[src/rtl/hazard_pkg.sv]
// Shared definitions for the pipeline hazard/stall controller.
package hazard_pkg;

    typedef enum logic {
        RUN   = 1'b0,
        STALL = 1'b1
    } state_t;

    localparam int STALL_LOAD_BEQ = 2;
    localparam int STALL_ONE      = 1;
    localparam int REG_W_DEF      = 5;

endpackage

[src/rtl/hazard_match.sv]
// Compares the ID-stage source registers against one later-stage destination.
module hazard_match #(
    parameter int REG_W = 5
) (
    input  logic [REG_W-1:0] rs,
    input  logic [REG_W-1:0] rt,
    input  logic             useRs,
    input  logic             useRt,
    input  logic             wrEn,
    input  logic [REG_W-1:0] dst,
    output logic             hit
);

    logic dstNonZero;

    // $0 is hard-wired, so a write to it can never create a dependency
    assign dstNonZero = (dst != '0);
    assign hit = wrEn && dstNonZero &&
                 ((useRs && (dst == rs)) || (useRt && (dst == rt)));

endmodule

[src/rtl/hazard_ctrl.sv]
// Stall/flush controller for the 5-stage core (BEQ in ID, MEM->ID forwarding).
// Optional stall/flush performance counters when HAZARD_PERF_EN is defined.
module hazard_ctrl
    import hazard_pkg::*;
#(
    parameter int REG_W = REG_W_DEF,
    parameter int CNT_W = 2
`ifdef HAZARD_PERF_EN
    ,
    parameter int PERF_W = 32
`endif
) (
    input  logic             clock,
    input  logic             reset,
    input  logic [REG_W-1:0] idRs,
    input  logic [REG_W-1:0] idRt,
    input  logic             idUseRs,
    input  logic             idUseRt,
    input  logic             idBranch,
    input  logic             idJump,
    input  logic             branchTaken,
    input  logic             exRegWrite,
    input  logic             exMemRead,
    input  logic [REG_W-1:0] exDst,
    input  logic             memMemRead,
    input  logic [REG_W-1:0] memDst,
    input  logic             dmemBusy,
    output logic             pcNWrite,
    output logic             ifidNWrite,
    output logic             ifidFlush,
    output logic             idexFlush,
    output logic             freeze,
    output logic             stalling
`ifdef HAZARD_PERF_EN
    ,
    output logic [PERF_W-1:0] stallCycles,
    output logic [PERF_W-1:0] flushCount
`endif
);

    state_t           state_q, state_d;
    logic [CNT_W-1:0] cnt_q, cnt_d;
    logic [CNT_W-1:0] need;
    logic             matchEx;
    logic             matchMemLd;

    hazard_match #(
        .REG_W (REG_W)
    ) u_match_ex (
        .rs    (idRs),
        .rt    (idRt),
        .useRs (idUseRs),
        .useRt (idUseRt),
        .wrEn  (exRegWrite),
        .dst   (exDst),
        .hit   (matchEx)
    );

    hazard_match #(
        .REG_W (REG_W)
    ) u_match_mem (
        .rs    (idRs),
        .rt    (idRt),
        .useRs (idUseRs),
        .useRt (idUseRt),
        .wrEn  (memMemRead),
        .dst   (memDst),
        .hit   (matchMemLd)
    );

    // Stall length demanded by the instruction pair currently in ID/EX/MEM
    always_comb begin
        need = '0;
        if (idBranch && exMemRead && matchEx) begin
            need = CNT_W'(STALL_LOAD_BEQ);
        end else if (idBranch && (matchEx || matchMemLd)) begin
            need = CNT_W'(STALL_ONE);
        end else if (exMemRead && matchEx) begin
            need = CNT_W'(STALL_ONE);
        end
    end

    always_ff @(posedge clock) begin
        if (reset) begin
            state_q <= RUN;
            cnt_q   <= '0;
        end else begin
            state_q <= state_d;
            cnt_q   <= cnt_d;
        end
    end

    always_comb begin
        state_d    = state_q;
        cnt_d      = cnt_q;
        pcNWrite   = 1'b0;
        ifidNWrite = 1'b0;
        ifidFlush  = 1'b0;
        idexFlush  = 1'b0;
        freeze     = 1'b0;
        stalling   = (state_q == STALL);

        if (dmemBusy) begin
            freeze     = 1'b1;
            pcNWrite   = 1'b1;
            ifidNWrite = 1'b1;
        end else begin
            unique case (state_q)
                RUN: begin
                    if (need != '0) begin
                        pcNWrite   = 1'b1;
                        ifidNWrite = 1'b1;
                        idexFlush  = 1'b1;
                        // First stall cycle happens here; STALL covers the rest
                        if (need == CNT_W'(STALL_LOAD_BEQ)) begin
                            state_d = STALL;
                            cnt_d   = CNT_W'(STALL_LOAD_BEQ - 1);
                        end
                    end else begin
                        ifidFlush = idJump || (idBranch && branchTaken);
                    end
                end
                STALL: begin
                    pcNWrite   = 1'b1;
                    ifidNWrite = 1'b1;
                    idexFlush  = 1'b1;
                    cnt_d      = cnt_q - 1'b1;
                    if (cnt_q == CNT_W'(1)) begin
                        state_d = RUN;
                    end
                end
                default: begin
                    state_d = RUN;
                end
            endcase
        end

        // The pipeline restarts cleanly: nothing held or squashed during reset
        if (reset) begin
            pcNWrite   = 1'b0;
            ifidNWrite = 1'b0;
            ifidFlush  = 1'b0;
            idexFlush  = 1'b0;
            freeze     = 1'b0;
            stalling   = 1'b0;
        end
    end

`ifdef HAZARD_PERF_EN
    always_ff @(posedge clock) begin
        if (reset) begin
            stallCycles <= '0;
            flushCount  <= '0;
        end else begin
            if (pcNWrite && !freeze) begin
                stallCycles <= stallCycles + PERF_W'(1);
            end
            if (ifidFlush) begin
                flushCount <= flushCount + PERF_W'(1);
            end
        end
    end
`endif

endmodule

[config.mk]
export PLATFORM = sky130hd
export DESIGN_NAME = hazard_ctrl
export DESIGN_NICKNAME = d
export VERILOG_FILES = /design/src/rtl/hazard_pkg.sv /design/src/rtl/hazard_match.sv /design/src/rtl/hazard_ctrl.sv
export SDC_FILE = /design/constraint.sdc
export NUM_CORES = 1
export LEC_CHECK = 0
export BUFFER_PORTS_ARGS = -buffer_cell sky130_fd_sc_hd__buf_2
export CAP_MARGIN = 40
export CORE_MARGIN = 10
export CORE_UTILIZATION = 35
export CTS_BUF_LIST = sky130_fd_sc_hd__clkbuf_8
export DETAILED_ROUTE_END_ITERATION = 16
export GPL_ROUTABILITY_DRIVEN = 0
export PLACE_DENSITY = 0.71
export SYNTH_ARGS = -nofsm -noshare
export SYNTH_HDL_FRONTEND = slang
export SYNTH_SLANG_ARGS = --single-unit
export TNS_END_PERCENT = 50
[constraint.sdc]
create_clock -name clock -period 2.3 [get_ports clock]
set_clock_uncertainty 0.15 [all_clocks]
set_input_delay 0.23 -clock clock [delete_from_list [all_inputs] [get_ports clock]]
set_output_delay 0.23 -clock clock [all_outputs]
set_load 0.01 [all_outputs]
After elaboration in Yosys (flattened, before gate mapping) --
Index checks and enable logic that the tools add are counted.
Cells by class: mux-type cells 23, bitwise operators 2, add/sub/neg operators 1, equal/unequal tests 8, reductions and logical operators 21
Operators with widths (count):
- 5-bit == test | 4
- 1-bit 2-to-1 mux | 17
- 1-bit logical AND | 13
- 5-bit nonzero test | 2
- 2-bit 2-to-1 mux | 3
- 1-bit logical OR | 4
- 2-bit != test, second input constant | 2
- 1-bit one-hot mux with 2 select lines | 2
- 2-bit one-hot mux with 2 select lines | 1
- 3-bit AND reduction | 1
- 2-bit by 1-bit == test with 1-bit output, second input constant | 1
- 2-bit == test, second input constant | 1
- 1-bit inverter | 2
- 2-bit nonzero test | 1
- 2-bit by 1-bit subtractor with 2-bit output, second input constant | 1
Word-level totals: bits of input ports 31, logic and storage cells 57, register bits 3, output and inout bits 6

Depth between registers and ports, before layout --
depth in word-level cells 13, mapped depth 6, mapped depth without buffers 5

Cells and area by module --
From an unflattened synthesis, not the netlist that was laid out.
Second synthesis, totals: cells, all modules 63, area total of the unflattened synthesis 523.0 um^2
Modules (own cells, without submodules):
- hazard_match | times used 2, area an instance 133.9 um^2, cells an instance 17, sequential area each 0.0 um^2
- hazard_ctrl | times used 1, area an instance 255.2 um^2, cells an instance 29, sequential area each 60.1 um^2

Least setup slack after synthesis --
No wires, ideal clock.
kind input to output, from input exDst[4], to output ifidFlush, stages 5, data required time 1.920 ns, buffers on the path 0, path slack 0.377 ns, arrival 1.543 ns, path through or4_1 o21ai_2 nor2_1 a221oi_2 nor4b_2
Between the ends: longest elaborated chain between the ends 13, elaborated cells on any way between the ends 20, those cells by class eq/ne (2); mux (7); reduce/logical (11)
Ends and longest elaborated chain:
- from (decl) | line hazard_ctrl.sv:24 | input logic [REG_W-1:0] exDst,
- 5-bit == test | line hazard_match.sv:19 | ((useRs && (dst == rs)) || (useRt && (dst == rt)));
- 1-bit logical AND | line hazard_match.sv:19
- 1-bit logical OR | line hazard_match.sv:19
- 1-bit logical AND * | line hazard_match.sv:18 | assign hit = wrEn && dstNonZero &&
- 1-bit logical AND / 1-bit logical OR (equally long branches) | line hazard_ctrl.sv:78, hazard_ctrl.sv:76
- 1-bit 2-to-1 mux / 1-bit logical AND (equally long branches) | line hazard_ctrl.sv:78, hazard_ctrl.sv:76
- 1-bit 2-to-1 mux | line hazard_ctrl.sv:76 | end else if (idBranch && (matchEx || matchMemLd)) begin
- 2-bit 2-to-1 mux * | line hazard_ctrl.sv:74 | if (idBranch && exMemRead && matchEx) begin
- 2-bit nonzero test * | line hazard_ctrl.sv:110 | if (need != '0) begin
- 1-bit 2-to-1 mux * | line hazard_ctrl.sv:110
- 1-bit 2-to-1 mux * | line hazard_ctrl.sv:108 | unique case (state_q)
- 1-bit 2-to-1 mux * | line hazard_ctrl.sv:103 | if (dmemBusy) begin
- 1-bit 2-to-1 mux * | line hazard_ctrl.sv:139 | if (reset) begin
- to (decl) | line hazard_ctrl.sv:30 | output logic ifidFlush,
Mark *: on every way between the ends. The rest lies on a longest branch, timed or not.

Worst setup path in the final report --
from input exDst[2], to output ifidFlush
The elaborated chain is that of the path after synthesis.

==> flow_summary.ini <==
[drt]
vias_per_cell = 4.876
ant_nets = 0
initialDrtViolationCount = 12
first_pass_iters = 4
vias = 590
route.detailed.wl_per_inst_um = 13.85
drc_errors = 0
routed_wl_um = 1676

[worst_setup_path]
crit_path_start_kind = input port
cp.arrival_ps = 1790
cpPeakStageDelay_ps = 540
path_buf_inv = 2
worstPathCellList = buf_8 > or4_4 > o21ai_4 > nor2_2 > a221oi_2 > nor4b_2 > buf_2
reg2reg_to = cnt_q[1]
end_kind = primary output
path_delay_family = simple AND/OR/NAND/NOR gates
rr_worst_depth = 5
critPathRequiredTime_ps = 1920
r2r-start = cnt_q[1]
crit_type = input port to primary output
slowest_stage = or4_4
rrSetupSlack_ps = 1160
path_max_fanout = 3

[timing]
setup_viol = 0
period_minus_slack_ps = 2170
worstMarginPinSlew_ps = 270.2
slew_headroom = 0.8175
hold_slack_ps = 159.3
hold_viol = 0
slew_violations = 0
max_clock_freq_mhz = 460.9
fin_crit_sh = 0.9433
setup_tns_ps = 0
final.setup.worst_slack_ps = 130.4

[grt]
grt_usage = 0.09838
use_met2 = 0.1794
gr-total-overflow = 0
grt_max_degree = 10
use_met3 = 0.02655
antenna_found_initial = 0
grt_util_met1 = 0.1058
grt_pass1_vias = 663
grt_pass1_wl_um = 2739
top_usage_layer = met2

[synthesis]
synth_top_area_frac = 0.3562
synthArstFlopShare = 0
syn_inst = 67
synth_edf_count = 0
ys_seq_area_frac = 0.1221
synth_flop_cell = dfxtp_1
syn_avg_cell_area_um2 = 7.339
synth_seq_cells = 3
yosys_warnings = 0
synth_top_cell_by_area = xnor2_1
synthTopCellsByCount = xnor2_1, nand2_1, a21oi_1, nor2_1, nand4_1
synth_area_leaders = xnor2_1, dfxtp_1, nand2_1
syn-num-nets = 99
synthesis.area_um2 = 491.7
ys_types = 22
synth.most_common_cell = xnor2_1

[floorplanning]
io_pins = 37
die_y_um = 57.48
die_w_um = 57.48
fp.dieArea_um2 = 3304
core_area_um2 = 1318
start_util = 0.3732
rows = 13

[clock_tree]
clk_latency_ps = 210
cts_max_path_buffers = 2
tritoncts = built
cts_inserted_buffers = 3
cts-root-buf = clkbuf_8
numClockSinks = 3
htreeDepth = 1
clk_pin_slew_ps = 30

[power_and_ir_drop]
clkPwrFrac = 0.471
p_leak_nw = 0.3331
power_mw = 0.3061
sw_frac_of_total = 0.2697
ir_drop_uv = 335.4
seqPwrFrac = 0.173
switchingPower_mw = 0.08255
powerDensity_nw_per_um2 = 401.7
internal_power_mw = 0.2236
combPwrFrac = 0.356

[min_path]
hp-class = input port to flop
worst_hold_path.num_cells = 2
min_to = state_q
min_from = dmemBusy

[placement]
dp_hpwl_um = 1475
dpl_worst_slack_ps = 93.33
place_area_um2 = 679.4
portBuffers = 36

[run_status]
status = finished clean

[layout]
area_growth_pct = 54.96
n_antenna_cell = 0
design_area_um2 = 762.0
final_nets = 139
drive_above_1_share = 0.4245

[job]
maxCapViolCount = 0
[how the worst max path moves through the flow]
stage | startpoint | end | slack [ps] | depth (start not counted)
finish | exDst[2] | ifidFlush | 130 | 7
global route | exDst[2] | ifidFlush | -5 | 7
CTS | exDst[4] | ifidFlush | 90 | 7
detailed placement | exDst[4] | ifidFlush | 90 | 7
global placement | exDst[4] | ifidFlush | 150 | 7
floorplan | exDst[4] | ifidFlush | 380 | 5
[timing repair]
item / CTS / global route
hold buffers: 0 / 0
gates resized for setup: 0 / 8
endpoints found under the setup margin: 0 / 1
buffers inserted: 0 / 1
[state kept, by name, summed over array words and instances, names as in the netlist]
register,flops
cnt_q,2
state_q,1
[cells in the final DEF, fill, tap and decap left out, drive strengths merged, types with 2 or more instances in the layout]
master / count
nand2: 10
o22ai: 2
nor2: 5
xnor2: 20
buf: 37
nor2b: 2
nor3: 2
clkbuf: 3
o21ai: 2
inv: 3
nand4: 4
a21oi: 5
dfxtp: 3
[per-stage QoR]
stage	util	instances
global placement	0.5157	116
global route	0.5783	121
finish	0.5783	121
detailed placement	0.5157	116
floorplan	-	67
CTS	0.5499	120
[cells by family (layout without fill, tap and decap cells)]
| kind of cell | after synthesis | after routing | synth area share |
|---|---|---|---|
| compound gates | 13 | 13 | 0.1883 |
| xor+xnor | 20 | 20 | 0.3562 |
| fa+ha+maj | 1 | 1 | 0.02544 |
| buf+inv | 4 | 43 | 0.03817 |
| flops | 3 | 3 | 0.1221 |
| simple gates | 26 | 26 | 0.2697 |
[cell type report]
cell class	count	area, um^2
well taps	15	18.77
clock inverters	1	3.754
flip-flops and latches	3	60.06
inverters	2	7.507
clock buffers	3	41.29
repair buffers	37	203.9
fillers	132	555.5
multi-input cells	60	426.7
[metal layers]
| metal | wire length, um | vias up |
|---|---|---|
| met5 | 0 | - |
| met1 | 713 | 260 |
| met3 | 84 | 0 |
| met2 | 879 | 14 |
| li1 | - | 316 |
| met4 | 0 | 0 |
[power groups by stage]
stage                     sequential [mW]  clock [mW]  combinational, mW
final                              0.0528       0.144              0.109
after global routing               0.0528       0.156              0.120
after CTS                          0.0528       0.146              0.102
after detailed placement           0.0535           0              0.102
after global placement             0.0535           0             0.0999
after floorplan                    0.0535           0             0.0526
[worst register-to-register path, cell delays in order, from the launching register on]
cell and delay, ps:
dfxtp_1 310, inv_1 50, ha_1 260, nand2_1 60, a21oi_1 50, a21o_1 150
Note: power is estimated with default switching activity, not from simulation.
